[config.mk]
export PLATFORM = sky130hd
export DESIGN_NAME = uart_tx_arbiter
export DESIGN_NICKNAME = d
export VERILOG_FILES = /design/src/rtl/uart_tx_arbiter.sv
export SDC_FILE = /design/constraint.sdc
export NUM_CORES = 1
export LEC_CHECK = 0
export BUFFER_PORTS_ARGS = -buffer_cell sky130_fd_sc_hd__buf_4
export CELL_PAD_IN_SITES_DETAIL_PLACEMENT = 0
export CELL_PAD_IN_SITES_GLOBAL_PLACEMENT = 1
export CORE_AREA = 2 2 70 72
export DETAILED_ROUTE_END_ITERATION = 7
export DIE_AREA = 0 0 72 74
export GPL_TIMING_DRIVEN = 0
export PLACE_DENSITY_LB_ADDON = 0.1
export SYNTH_ARGS = -nofsm -noshare
export SYNTH_HDL_FRONTEND = slang
export SYNTH_SLANG_ARGS = --single-unit
[constraint.sdc]
create_clock -name clk -period 2.4 [get_ports clk]
set_clock_uncertainty 0.05 [all_clocks]
set_input_delay 0.72 -clock clk [delete_from_list [all_inputs] [get_ports clk]]
set_output_delay 0.72 -clock clk [all_outputs]
set_load 0.01 [all_outputs]
[src/rtl/uart_tx_arbiter.sv]
// uart_tx_arbiter
//   Round-robin arbiter that lets NUM_REQ byte sources share one UART
//   transmitter. A granted byte is handed to the transmitter with a single
//   start pulse. The arbiter then waits for the transmitter to go busy and
//   back idle before it grants again. If busy never rises within
//   BUSY_TIMEOUT cycles, the byte is dropped and a sticky error is raised.
//
//   Ports
//     clk, rst_n      clock, synchronous active-low reset
//     req_valid[i]    requester i has a byte in req_data[8i+7:8i]
//     req_ready[i]    combinational accept strobe (one-hot or zero)
//     uart_tx_start   one-cycle start pulse to the transmitter
//     uart_tx_data    byte being sent; held until the next grant
//     uart_tx_busy    transmitter busy flag
//     grant_id        index of the requester being served
//     active          a granted byte is in flight
//     err_clr         clears timeout_err
//     timeout_err     sticky: transmitter never went busy after a start
module uart_tx_arbiter #(
  parameter int NUM_REQ      = 4,
  parameter int BUSY_TIMEOUT = 16
) (
  input  logic                       clk,
  input  logic                       rst_n,
  input  logic [NUM_REQ-1:0]         req_valid,
  input  logic [NUM_REQ*8-1:0]       req_data,
  output logic [NUM_REQ-1:0]         req_ready,
  output logic                       uart_tx_start,
  output logic [7:0]                 uart_tx_data,
  input  logic                       uart_tx_busy,
  output logic [$clog2(NUM_REQ)-1:0] grant_id,
  output logic                       active,
  input  logic                       err_clr,
  output logic                       timeout_err
);

  localparam int GW = $clog2(NUM_REQ);
  localparam int CW = $clog2(BUSY_TIMEOUT);

  typedef enum logic [1:0] {ARB, LAUNCH, WAIT_BUSY, WAIT_DONE} state_e;

  state_e                     state_q, state_d;
  logic                       start_q, start_d;
  logic [7:0]                 data_q, data_d;
  logic [GW-1:0]              grant_q, grant_d;
  logic [GW-1:0]              last_q, last_d;
  logic                       active_q, active_d;
  logic                       err_q, err_d;
  logic [CW-1:0]              cnt_q, cnt_d;
  logic [NUM_REQ-1:0]         ready_d;

  logic [NUM_REQ-1:0][7:0]    data_arr;
  logic                       found;
  logic [GW-1:0]              win, idx;

  assign data_arr = req_data;

  // Round-robin search starting just after the last grant, wrapping.
  always_comb begin
    found = 1'b0;
    win   = '0;
    idx   = '0;
    for (int k = 1; k <= NUM_REQ; k++) begin
      idx = GW'((int'(last_q) + k) % NUM_REQ);
      if (!found && req_valid[idx]) begin
        found = 1'b1;
        win   = idx;
      end
    end
  end

  always_comb begin
    state_d  = state_q;
    start_d  = 1'b0;
    data_d   = data_q;
    grant_d  = grant_q;
    last_d   = last_q;
    active_d = active_q;
    cnt_d    = cnt_q;
    err_d    = err_clr ? 1'b0 : err_q;
    ready_d  = '0;
    unique case (state_q)
      ARB: begin
        if (!uart_tx_busy && found) begin
          ready_d[win] = 1'b1;
          data_d       = data_arr[win];
          grant_d      = win;
          last_d       = win;
          active_d     = 1'b1;
          start_d      = 1'b1;   // registered, so the pulse lands in LAUNCH
          state_d      = LAUNCH;
        end
      end
      LAUNCH: begin
        cnt_d   = '0;
        state_d = WAIT_BUSY;
      end
      WAIT_BUSY: begin
        if (uart_tx_busy) begin
          state_d = WAIT_DONE;
        end else if (cnt_q == CW'(BUSY_TIMEOUT - 1)) begin
          // Byte is dropped; last_q already points past this requester.
          err_d    = 1'b1;       // set wins over err_clr
          active_d = 1'b0;
          state_d  = ARB;
        end else begin
          cnt_d = cnt_q + 1'b1;
        end
      end
      WAIT_DONE: begin
        if (!uart_tx_busy) begin
          active_d = 1'b0;
          state_d  = ARB;
        end
      end
      default: state_d = ARB;
    endcase
  end

  always_ff @(posedge clk) begin
    if (!rst_n) begin
      state_q  <= ARB;
      start_q  <= 1'b0;
      data_q   <= '0;
      grant_q  <= '0;
      last_q   <= GW'(NUM_REQ - 1);
      active_q <= 1'b0;
      err_q    <= 1'b0;
      cnt_q    <= '0;
    end else begin
      state_q  <= state_d;
      start_q  <= start_d;
      data_q   <= data_d;
      grant_q  <= grant_d;
      last_q   <= last_d;
      active_q <= active_d;
      err_q    <= err_d;
      cnt_q    <= cnt_d;
    end
  end

  assign req_ready     = rst_n ? ready_d : '0;
  assign uart_tx_start = start_q;
  assign uart_tx_data  = data_q;
  assign grant_id      = grant_q;
  assign active        = active_q;
  assign timeout_err   = err_q;

endmodule

# Yosys cells after proc, flatten, opt, wreduce, memory -nomap -nowiden

Index checks and enable logic that the tools add are counted.

Flip-flop bits (word level): 21
Latch bits: 0
Bits in writable memories: 0
ROM bits: 0
Bits of input ports: 40
Output and inout port bits: 17
Logic and storage cells: 87
Memories: 0

$add $sub $neg: 5
Multipliers: 0
Div/mod/pow operators: 0
Magnitude comparators: 6
Equality and inequality tests: 10
Shift operators: 0
Multiplexer cells: 41
Bitwise logic cells: 0
Reductions and logical operators: 17

Operator list:

| kind                                                       | count |
|---|---|
| 2-to-1 mux 4 bit                                           | 5 |
| 2-to-1 mux 1 bit                                           | 18 |
| binary-select mux 8 bit (select 2 bit)                     | 1 |
| 2-to-1 mux 2 bit                                           | 8 |
| less-than comparator 2 x 3 -> 1 bit, second input constant | 5 |
| inequality test 2 bit, second input constant               | 5 |
| binary-select mux 1 bit (select 2 bit)                     | 4 |
| 2-to-1 mux 8 bit                                           | 1 |
| one-hot mux 2 bit (4 select lines)                         | 1 |
| one-hot mux 4 bit (2 select lines)                         | 1 |
| AND reduction 3 bit                                        | 2 |
| logical AND 1 bit                                          | 5 |
| AND reduction 5 bit                                        | 1 |
| adder 2 x 1 -> 2 bit, second input constant                | 2 |
| adder 2 bit, second input constant                         | 2 |
| adder 4 x 1 -> 4 bit, second input constant                | 1 |
| == test 2 bit, second input constant                       | 2 |
| == test 4 bit, second input constant                       | 1 |
| zero test 1 bit                                            | 4 |
| AND reduction 2 bit                                        | 2 |
| inequality test 3 bit, second input constant               | 1 |
| one-hot mux 1 bit (3 select lines)                         | 1 |
| nonzero test 3 bit                                         | 1 |
| demux 1 bit (select 2 bit)                                 | 1 |
| 4 further kinds                                            | 4 |

# Depth between registers and ports, before layout

Gate-level depths: netlist of run 1.

Depth after elaboration: 20
Depth in mapped cells: 7
Depth with buffers taken out: 7

# Worst setup path before layout of run 1

Ideal clock, no wire load.

Kind: input-to-output
Start: input port req_valid[1]
End: output port req_ready[2]
Data arrival time: 1.713 ns
Required time: 1.630 ns
Path slack: -0.083 ns
Stages on the path: 5
Buffers on the path: 1
Path through: nor4_2 and4bb_1 nand3_1 buf_2 nor2_1

Longest elaborated chain between the ends: 19
Elaborated cells on any way between the ends: 31
Those cells by class: 2 x order compare; 21 x mux; 8 x reduce/logical

Ends and longest elaborated chain:

| what                                                                                                             | line | text |
|---|---|---|
| start, declared                                                                                                  | 25   | `input logic [NUM_REQ-1:0] req_valid,` |
| binary-select mux 1 bit (select 2 bit)                                                                           | 65   | `if (!found && req_valid[idx]) begin` |
| 2-to-1 mux 1 bit (not written as such)                                                                           | 65   |  |
| 2-to-1 mux 1 bit                                                                                                 | 65   |  |
| zero test 1 bit                                                                                                  | 65   |  |
| logical AND 1 bit                                                                                                | 65   |  |
| 2-to-1 mux 1 bit                                                                                                 | 65   |  |
| zero test 1 bit                                                                                                  | 65   |  |
| logical AND 1 bit                                                                                                | 65   |  |
| (+3 left out)                                                                                                    | n/a  |  |
| 2-to-1 mux 2 bit                                                                                                 | 65   |  |
| less-than comparator 2 x 3 -> 1 bit (not written as such) / >= comparator 2 x 1 -> 1 bit (equally long branches) | 85   | `ready_d[win] = 1'b1;` |
| logical AND 1 bit (not written as such)                                                                          | 85   |  |
| 2-to-1 mux 1 bit (not written as such)                                                                           | 85   |  |
| demux 1 bit (select 2 bit)                                                                                       | 85   |  |
| 2-to-1 mux 4 bit *                                                                                               | 84   | `if (!uart_tx_busy && found) begin` |
| 2-to-1 mux 4 bit *                                                                                               | 82   | `unique case (state_q)` |
| 2-to-1 mux 4 bit *                                                                                               | 142  | `assign req_ready = rst_n ? ready_d : '0;` |
| end, declared                                                                                                    | 27   | `output logic [NUM_REQ-1:0] req_ready,` |

Every way passes the cells marked *; elsewhere a longest branch is shown, timed or not. The select of a mux whose other input is x is not followed.

# Worst setup path in the final report of run 1

Start: input port req_valid[2]
End: output port req_ready[3]

The elaborated chain is that of the path after synthesis.

==> impl.org, run 1 <==
** Run status
- The flow ran to the end, but the final reports show violations.
- Violated checks :: negative setup slack

** Timing
- The final-report hold violation count was 0.
- Setup repair after global routing could not meet its margin everywhere.
- Of the available clock period, the critical path in the final layout requires 107%.
- Hold is met by 393 ps.
- At the pin with the least slew margin, the transition time is 488 ps.
- Highest attainable clock frequency :: 0.388 GHz
- Total setup violations reported at the end of the flow :: 4
- Slew HR :: 67.4%
- The worst path in the final design needs a cycle of 2580 ps, including I/O delays and setup.
- Final setup margin :: -176 ps
- The count of pins over their slew limit is 0.

** Yosys
- Post-synth cell types :: 40
- Counting flops with an async set or reset pin after synthesis yields a share of 0%.
- Top-count cell post-synth :: dfxtp_1
- Xor-xnor portion of the synthesized cell area :: 1.28%
- After synthesis, the largest family of logic cells by area is compound AO/OA/AOI/OAI gates.
- The synthesized netlist devotes 23.9% of its cell area to simple gates.
- In this run the cell area of the synthesized design comes to 1370 sq um.
- Adder-cell area share of the yosys netlist :: 5.47%
- Seq/Total Area, Yosys :: 30.7%
- In the synthesized netlist the dominant register cell turns out to be dfxtp_1.
- Counting flops and latches in the post-synthesis netlist gives 21.
- Number of warnings issued by yosys :: 0
- The portion of synthesized area spent on multiplexers is 8.03%.
- Synth cell count leaders :: 21 x dfxtp_1, 17 x nand2_1, 12 x nor2_1
- Gate Count Post-Synth :: 151
- Post-Synthesis Net Count :: 197
- In this run the mean area of a mapped cell was 9.08 sq um.
- Summed over its instances, the top area cell type makes up 30.7% of the synthesized netlist area.
- In this run, synthesis inferred 0 flip-flops with an integrated enable.
- Of all cell types, the one taking the most synthesized area is dfxtp_1.
- Summing the areas of all compound-gate instances in the mapped netlist gives 27.1% of the synthesized area.
- After synthesis, the cell types taking the most area are dfxtp_1 31%, mux2i_1 8.0%, o211ai_2 6.4%, ha_1 5.5%, nand2_1 4.7%.

** Global route
- Grt total ovfl :: 0
- Entering global routing, the biggest net connects 14 pins.
- The via count of the first global-routing pass came to 1,418.
- Initial antenna violation count :: 0
- Global-route total usage across every layer :: 15.7%
- Wire length of the first global-routing pass :: 6460 um

** Floorplanning
- The core region is 4600 sq um.
- The die covers 5330 sq um.
- Die Y :: 74 um
- From left edge to right edge, the die measures 72 um.
- IO Pins :: 57
- Once the floorplan was initialized, standard cells occupied 29.8% of the core.
- The floorplan has 25 rows.

** Placement
- Place WS :: -483 ps
- Once placement completed, the tool counted placed cells totaling 261.
- The congestion estimate from routability-driven global placement came to 0.783.
- Total placed instance area :: 1870 sq um
- Number of buffers added on ports :: 56
- Detailed Place HPWL :: 2880 um

** Worst setup path
- Endpoint of the most critical register-to-register path :: uart_tx_data[4]
- Critical Path, Cell by Cell :: buf_8, nor4_4, and4bb_2, nand3_2, buf_6, nor2_2, buf_4
- Worst Path Max Fanout :: 4
- STA puts the critical path data required time at 1630 ps.
- Counting both buffers and inverters, the worst setup path holds a total of 3.
- Worst R2R Setup Slack :: 430 ps
- For the worst setup path, the data arrival time is 1810 ps.
- Worst setup path class :: input pin to primary output
- The startpoint identified for the worst register-to-register timing path is state_q[0].
- Peak per-stage delay on the critical path :: 320 ps
- Worst Reg-to-Reg Cells :: 8
- Among all stages on the critical path, the largest delay is contributed by nor4_4.
- The worst setup path is captured at a primary output.
- Critical Path Source Type :: input pin
- CP top delay family :: simple AND/OR/NAND/NOR gates

** Clock network
- The longest clock path from root to sink contains 2 buffers.
- Clock latency on the worst-skew pair, taken at its later pin, is 270 ps.
- The number of clock buffers added by TritonCTS is 3.
- Clock root cell :: clkbuf_8
- In this run, post-CTS hold repair placed 0 buffers.
- CTS saw 21 sinks.
- H-tree depth :: 1
- CTS clock-pin slew for the worst setup and hold paths :: 80 ps
- TritonCTS built the clock tree.

** Drt
- The final layout contains routed wiring with a total length of 3980 um.
- Detailed router's first-iteration violation count :: 59
- Post-detailed-route count of antenna-violating nets :: 0
- Number of optimization iterations in the first detailed-route pass :: 4
- Post-DR wirelength/cell :: 14.3 um
- Via count :: 1,384
- Post-DR vias/cell :: 4.98
- Residual DRC count :: 0

** Layout
- 0 antenna diodes ended up in the layout.
- The sequential cells in the finished layout cover a total of 420 sq um.
- Net count, final :: 271
- Synth-to-layout area growth :: 53.7%
- Share of layout cells above drive strength 1 :: 49.1%
- Finished Layout Cells :: 278
- After routing the design area is 2110 sq um.
- After filler insertion, the fill cell instance count of the layout stands at 449.
- Summing all multi-input logic gate instances after layout gives 977 sq um.

** Power and ir drop
- Total power draw :: 0.00144 W
- For this design the ratio of total power to cell area is 683 nW/um^2.
- VDD sags by at most 0.285 mV.
- Static leakage power :: 0.970 nW

** Flow run
- The tool flagged a number of max-cap violations equal to 0.

** Worst hold path
- Min-Delay Path Class :: flop to flop
- Worst hold start :: grant_id[1]
- Hold Crit Endpoint :: grant_id[1]
- Worst hold stages :: 2
layout make-up:
type / instances / share of cell area, %
Sequential cell: 21 / 19.9
Buffer: 6 / 2.20
Clock buffer: 3 / 1.96
Inverter: 3 / 0.534
Timing Repair Buffer: 69 / 25.5
Multi-Input combinational cell: 121 / 46.4
Tap cell: 54 / 3.20
Clock inverter: 1 / 0.356
metrics by stage:
stage / utilization, % / setup TNS (ps)
finish: 45.9 / -684
global placement: 40.6 / -1670
floorplan: - / 0
global route: 45.9 / -799
detailed placement: 40.6 / -1620
CTS: 45.4 / -659
what timing repair did:
item,CTS,global route
resized for setup,23,2
cloned,0,0
endpoints found under the setup margin,4,4
setup buffers,11,2
hold endpoints to repair,0,0
pin swaps,7,2
registers in the layout, summed over array words and instances, names as in the netlist:
name / cells
state_q: 2
timeout_err: 1
cnt_q: 4
uart_tx_data: 8
last_q: 2
uart_tx_start: 1
active: 1
grant_id: 2
worst max-delay path by stage:
stage                 startpoint      endpoint  slack, ps  cells past startpoint
global route        req_valid[1]  req_ready[0]       -220                      5
floorplan           req_valid[1]  req_ready[2]        0.5                      5
finish              req_valid[2]  req_ready[3]       -180                      7
CTS                 req_valid[2]  req_ready[3]       -180                      7
detailed placement  req_valid[1]  req_ready[2]       -480                      7
global placement    req_valid[1]  req_ready[2]       -500                      7
cell families (layout without fill, tap and decap cells):
logic type               Yosys count  in the layout
AO/OA/AOI/OAI                     42             42
XOR/XNOR                           2              2
adder cells (fa/ha/maj)            6              6
buffers and inverters              9             82
flip-flops                        21             21
multiplexers                      11             11
AND/OR/NAND/NOR                   60             60
layer usage:
metal  vias up  share of wire [%]  track usage, %
met4         0                1.1            5.03
met1       634                 45            19.8
met5         -                  0               0
met3         4                5.8            2.57
met2        47                 48            27.6
li1        699                  -               -
cells in the final DEF (no fill, tap or decap), types with 4 or more instances in the layout:
master / synthesis / layout
buf_6: 1 / 5
nand2b_1: 5 / 5
buf_4: 1 / 66
dfxtp_1: 21 / 21
o211ai_2: 7 / 7
ha_1: 6 / 6
a21bo_2: 4 / 4
nand2_1: 17 / 15
nor2_1: 12 / 8
nor2b_1: 5 / 4
nand4_1: 8 / 8
mux2i_1: 11 / 11
o31ai_1: 7 / 7
power by group:
| group | internal (W) | total, W | switching, W |
|---|---|---|---|
| clock network | 0.000117 | 0.000248 | 0.000131 |
| registers | 0.000421 | 0.000465 | 0.0000433 |
| logic | 0.000364 | 0.000727 | 0.000363 |
tightest hold or removal path, delay by kind of cell (launching register included):
kind | cells | cell delay (ps)
and+or+nand+nor | 2 | 90
DFF | 1 | 320
No activity file was read; power rests on OpenSTA's default activity.
==> run 2, diff against run 1 <==
--- a/config.mk
+++ b/config.mk
@@ -12,6 +12,7 @@
 export DETAILED_ROUTE_END_ITERATION = 7
 export DIE_AREA = 0 0 72 74
 export GPL_TIMING_DRIVEN = 0
+export HOLD_SLACK_MARGIN = 0.02
 export PLACE_DENSITY_LB_ADDON = 0.1
 export SYNTH_ARGS = -nofsm -noshare
 export SYNTH_HDL_FRONTEND = slang
==> constraint.sdc (replaced) <==
create_clock -name clk -period 2.1 [get_ports clk]
set_clock_uncertainty 0.05 [all_clocks]
set_input_delay 0.63 -clock clk [delete_from_list [all_inputs] [get_ports clk]]
set_output_delay 0.63 -clock clk [all_outputs]
set_load 0.01 [all_outputs]
==> run 2 against run 1 <==
The run still ends with negative setup slack left; total power is 19% higher; final cell count stayed put; count of clock-buffer cells in the layout stayed put; wire length is 2.6% higher; via count is 0.36% lower; global-route usage hardly changed; largest power group unchanged; highest routed layer unchanged.
==> impl.org, run 2 (synthesized netlist as in run 1, its figures left out) <==
** Floorplanning
- The die is 72 um wide.
- Placement Rows :: 25
- IO Pins :: 57
- Area enclosed by the die boundary :: 5330 sq um
- After floorplanning, the core was sized to cover 4600 sq um.
- Starting density of the core :: 29.8%
- The die is 74 um tall.

** Layout
- Compared with the post-synthesis result, the final layout area differs by 59.9%.
- Number of flip-flops in the largest register :: 8
- The library cells used most frequently in the layout, excluding fill and tap cells, are 63 x buf_4, 18 x dfxtp_1, 15 x nand2_1, 11 x mux2i_1.
- For this run, the number of standard cells in the final layout without fillers is 278.
- The final layout contains 271 nets.
- Summing all non-filler instances in the final layout gives an area of 2190 sq um.
- Antenna Diode Count :: 0
- Of the cells placed in the final design, the portion with a size suffix greater than 1 is 52.7%.
- The library cell used most frequently in the layout, excluding fill and tap cells, is buf_4.
- At the end of the flow the core is filled with cells to 47.7%.

** Timing
- Final hold violation count :: 0
- Headroom to the max-slew limit came out at 69.5%.
- In the post-route analysis, the smallest setup slack over all paths is -213 ps.
- Transition at the pin with the smallest max-transition slack :: 456 ps
- Setup repair after global routing could not meet its margin everywhere.
- The count of pins over their slew limit came to 0.
- For the finished layout, the period the worst path requires is 2310 ps.
- Setup violations remaining at the end of the flow were counted as 4.
- Highest attainable clock frequency :: 0.432 GHz
- Adding up every negative setup slack in the final design gives -796 ps.
- After layout, the worst path uses 110% of the clock period.

** Worst setup path
- R2R Path Start :: state_q[0]
- The critical path goes through buf_6, nor2_1, o21a_2, nor3_4, buf_8, nor2_4, buf_6.
- CP top delay family :: simple AND/OR/NAND/NOR gates
- Of all nets on the critical path, the largest fanout is 5.
- Worst path required time :: 1420 ps
- The worst register-to-register path has a setup slack of 280 ps.
- The worst setup path is captured at a primary output.
- Max stage delay cell, worst path :: nor2_1
- Worst Reg-to-Reg Cells :: 7
- Peak per-stage delay on the critical path :: 250 ps
- Most frequent cell on the critical path :: buf_6
- The critical path contains buffers and inverters numbering 3 combined.
- Endpoint of the most critical register-to-register path :: uart_tx_data[6]
- Path length in cells of the critical path :: 7
- STA puts the critical path data arrival time at 1630 ps.
- Critical Path Source Type :: input pin
- Worst setup path class :: input pin to primary output

** Run status
- The flow ran to the end, but the final reports show violations.
- Violated checks :: negative setup slack

** Worst hold path
- Worst hold stages :: 2
- Min-Delay Path Class :: flop to flop
- Hold Crit Endpoint :: grant_id[1]
- Worst hold start :: grant_id[1]

** Clock network
- The clock net in this run drives a total of 21 sinks.
- Worst-skew pair later-pin latency :: 270 ps
- Max Root-Sink Buffers :: 2
- The root buffer cell chosen for the clock tree is clkbuf_8.
- Clock-pin slew was measured on the worst setup and hold paths at 90 ps.
- Hold buffers post-CTS :: 0
- TritonCTS buffer count :: 3
- TritonCTS built the clock tree.
- H-tree depth :: 1

** Drt
- The first detailed-routing pass ran for 4 iterations.
- Detailed router's first-iteration violation count :: 46
- In the routed design, unresolved DRC markers number 0.
- Dividing the detail-routed via count by the number of cells gives 4.96.
- Wires add up to 4080 um.
- Dividing the detail-routed wire length by the instance count gives 14.7 um.
- Post-detailed-route count of antenna-violating nets :: 0
- Via count :: 1,379

** Flow run
- Across the run, the number of max-cap violations was 0.

** Global route
- For this run, the total global-route usage over all layers was measured as 15.7%.
- After global routing the overflow that remains totals 0.
- The number of antenna violations at the first check in global routing came to 0.
- The via count of the first global-routing pass is 1,403.
- Entering global routing, the biggest net connects 14 pins.
- The first global-routing pass estimated 6510 um of wire.

** Placement
- Place WS :: -475 ps
- The number of placed instances, taps included, is 261.
- Total placed instance area :: 1930 sq um
- Number of buffers added on ports :: 56
- Detailed Place HPWL :: 3040 um
- The congestion estimate from routability-driven global placement came to 0.751.

** Power and ir drop
- Register share of total power :: 31.4%
- Internal power comes to 0.00107 W.
- Net switching is 37.4% of the power.
- Static leakage power :: 0.995 nW
- Proportion of power drawn by the clock network :: 16.7%
- Of the total power, combinational logic draws 51.9%.
- Largest vdd supply drop :: 0.386 mV
- Power density over the cells :: 784 nW/um^2
- Switching power :: 0.000643 W
-- run 2: power groups by stage --
| stage | Combinational (W) | Clock, W | Sequential [W] |
|---|---|---|---|
| finish | 0.000892 | 0.000287 | 0.000539 |
| global route | 0.000971 | 0.000323 | 0.000552 |
| CTS | 0.000838 | 0.000304 | 0.000534 |
| detailed placement | 0.000775 | 0 | 0.000542 |
| global placement | 0.000760 | 0 | 0.000535 |
| floorplan | 0.000492 | 0 | 0.000558 |
-- run 2: metrics by stage --
stage          total power [W]  hold slack [ps]
2_1_floorplan          0.00105              417
3_3_place_gp           0.00129              384
3_5_place_dp           0.00132              392
4_1_cts                0.00168              407
5_1_grt                0.00185              431
6_report               0.00172              399
-- run 2: worst max-delay path by stage --
stage,startpoint,to,slack [ps]
final,req_valid[0],req_ready[1],-210
after global routing,req_valid[0],req_ready[1],-290
after CTS,req_valid[3],req_ready[1],-300
after detailed placement,req_valid[1],req_ready[2],-480
after global placement,req_valid[1],req_ready[2],-460
after floorplan,req_valid[1],req_ready[1],-30
-- run 2: final cells by class --
cell class	instances	area, sq um
inverter	3	11.3
tap	54	67.6
clock inverter	1	7.51
clock buffer	3	41.3
sequential	21	424
timing repair buffer	71	584
buffer	4	35.0
fill	458	2410
multi-input combinational	121	1020
-- run 2: layer usage --
metal | vias up | track usage [%] | routed length (um)
li1 | 701 | - | -
met1 | 633 | 20.5 | 1870
met2 | 43 | 26.0 | 1890
met3 | 2 | 3.66 | 305
met4 | 0 | 5.03 | 22
met5 | - | 0 | 0
-- run 2: worst reg2reg max path, stage by stage, from the launching register on --
cell and delay [ps]:
dfxtp_2 340, inv_2 90, ha_2 210, and4bb_4 300, buf_4 120, a21boi_2 300, a21bo_2 290, o211ai_2 50
-- run 2: timing repair --
item / 4_1_cts / 5_1_grt
setup buffers: 7 / 8
endpoints found under the setup margin: 4 / 4
resized for setup: 16 / 21
pin swaps: 5 / 12
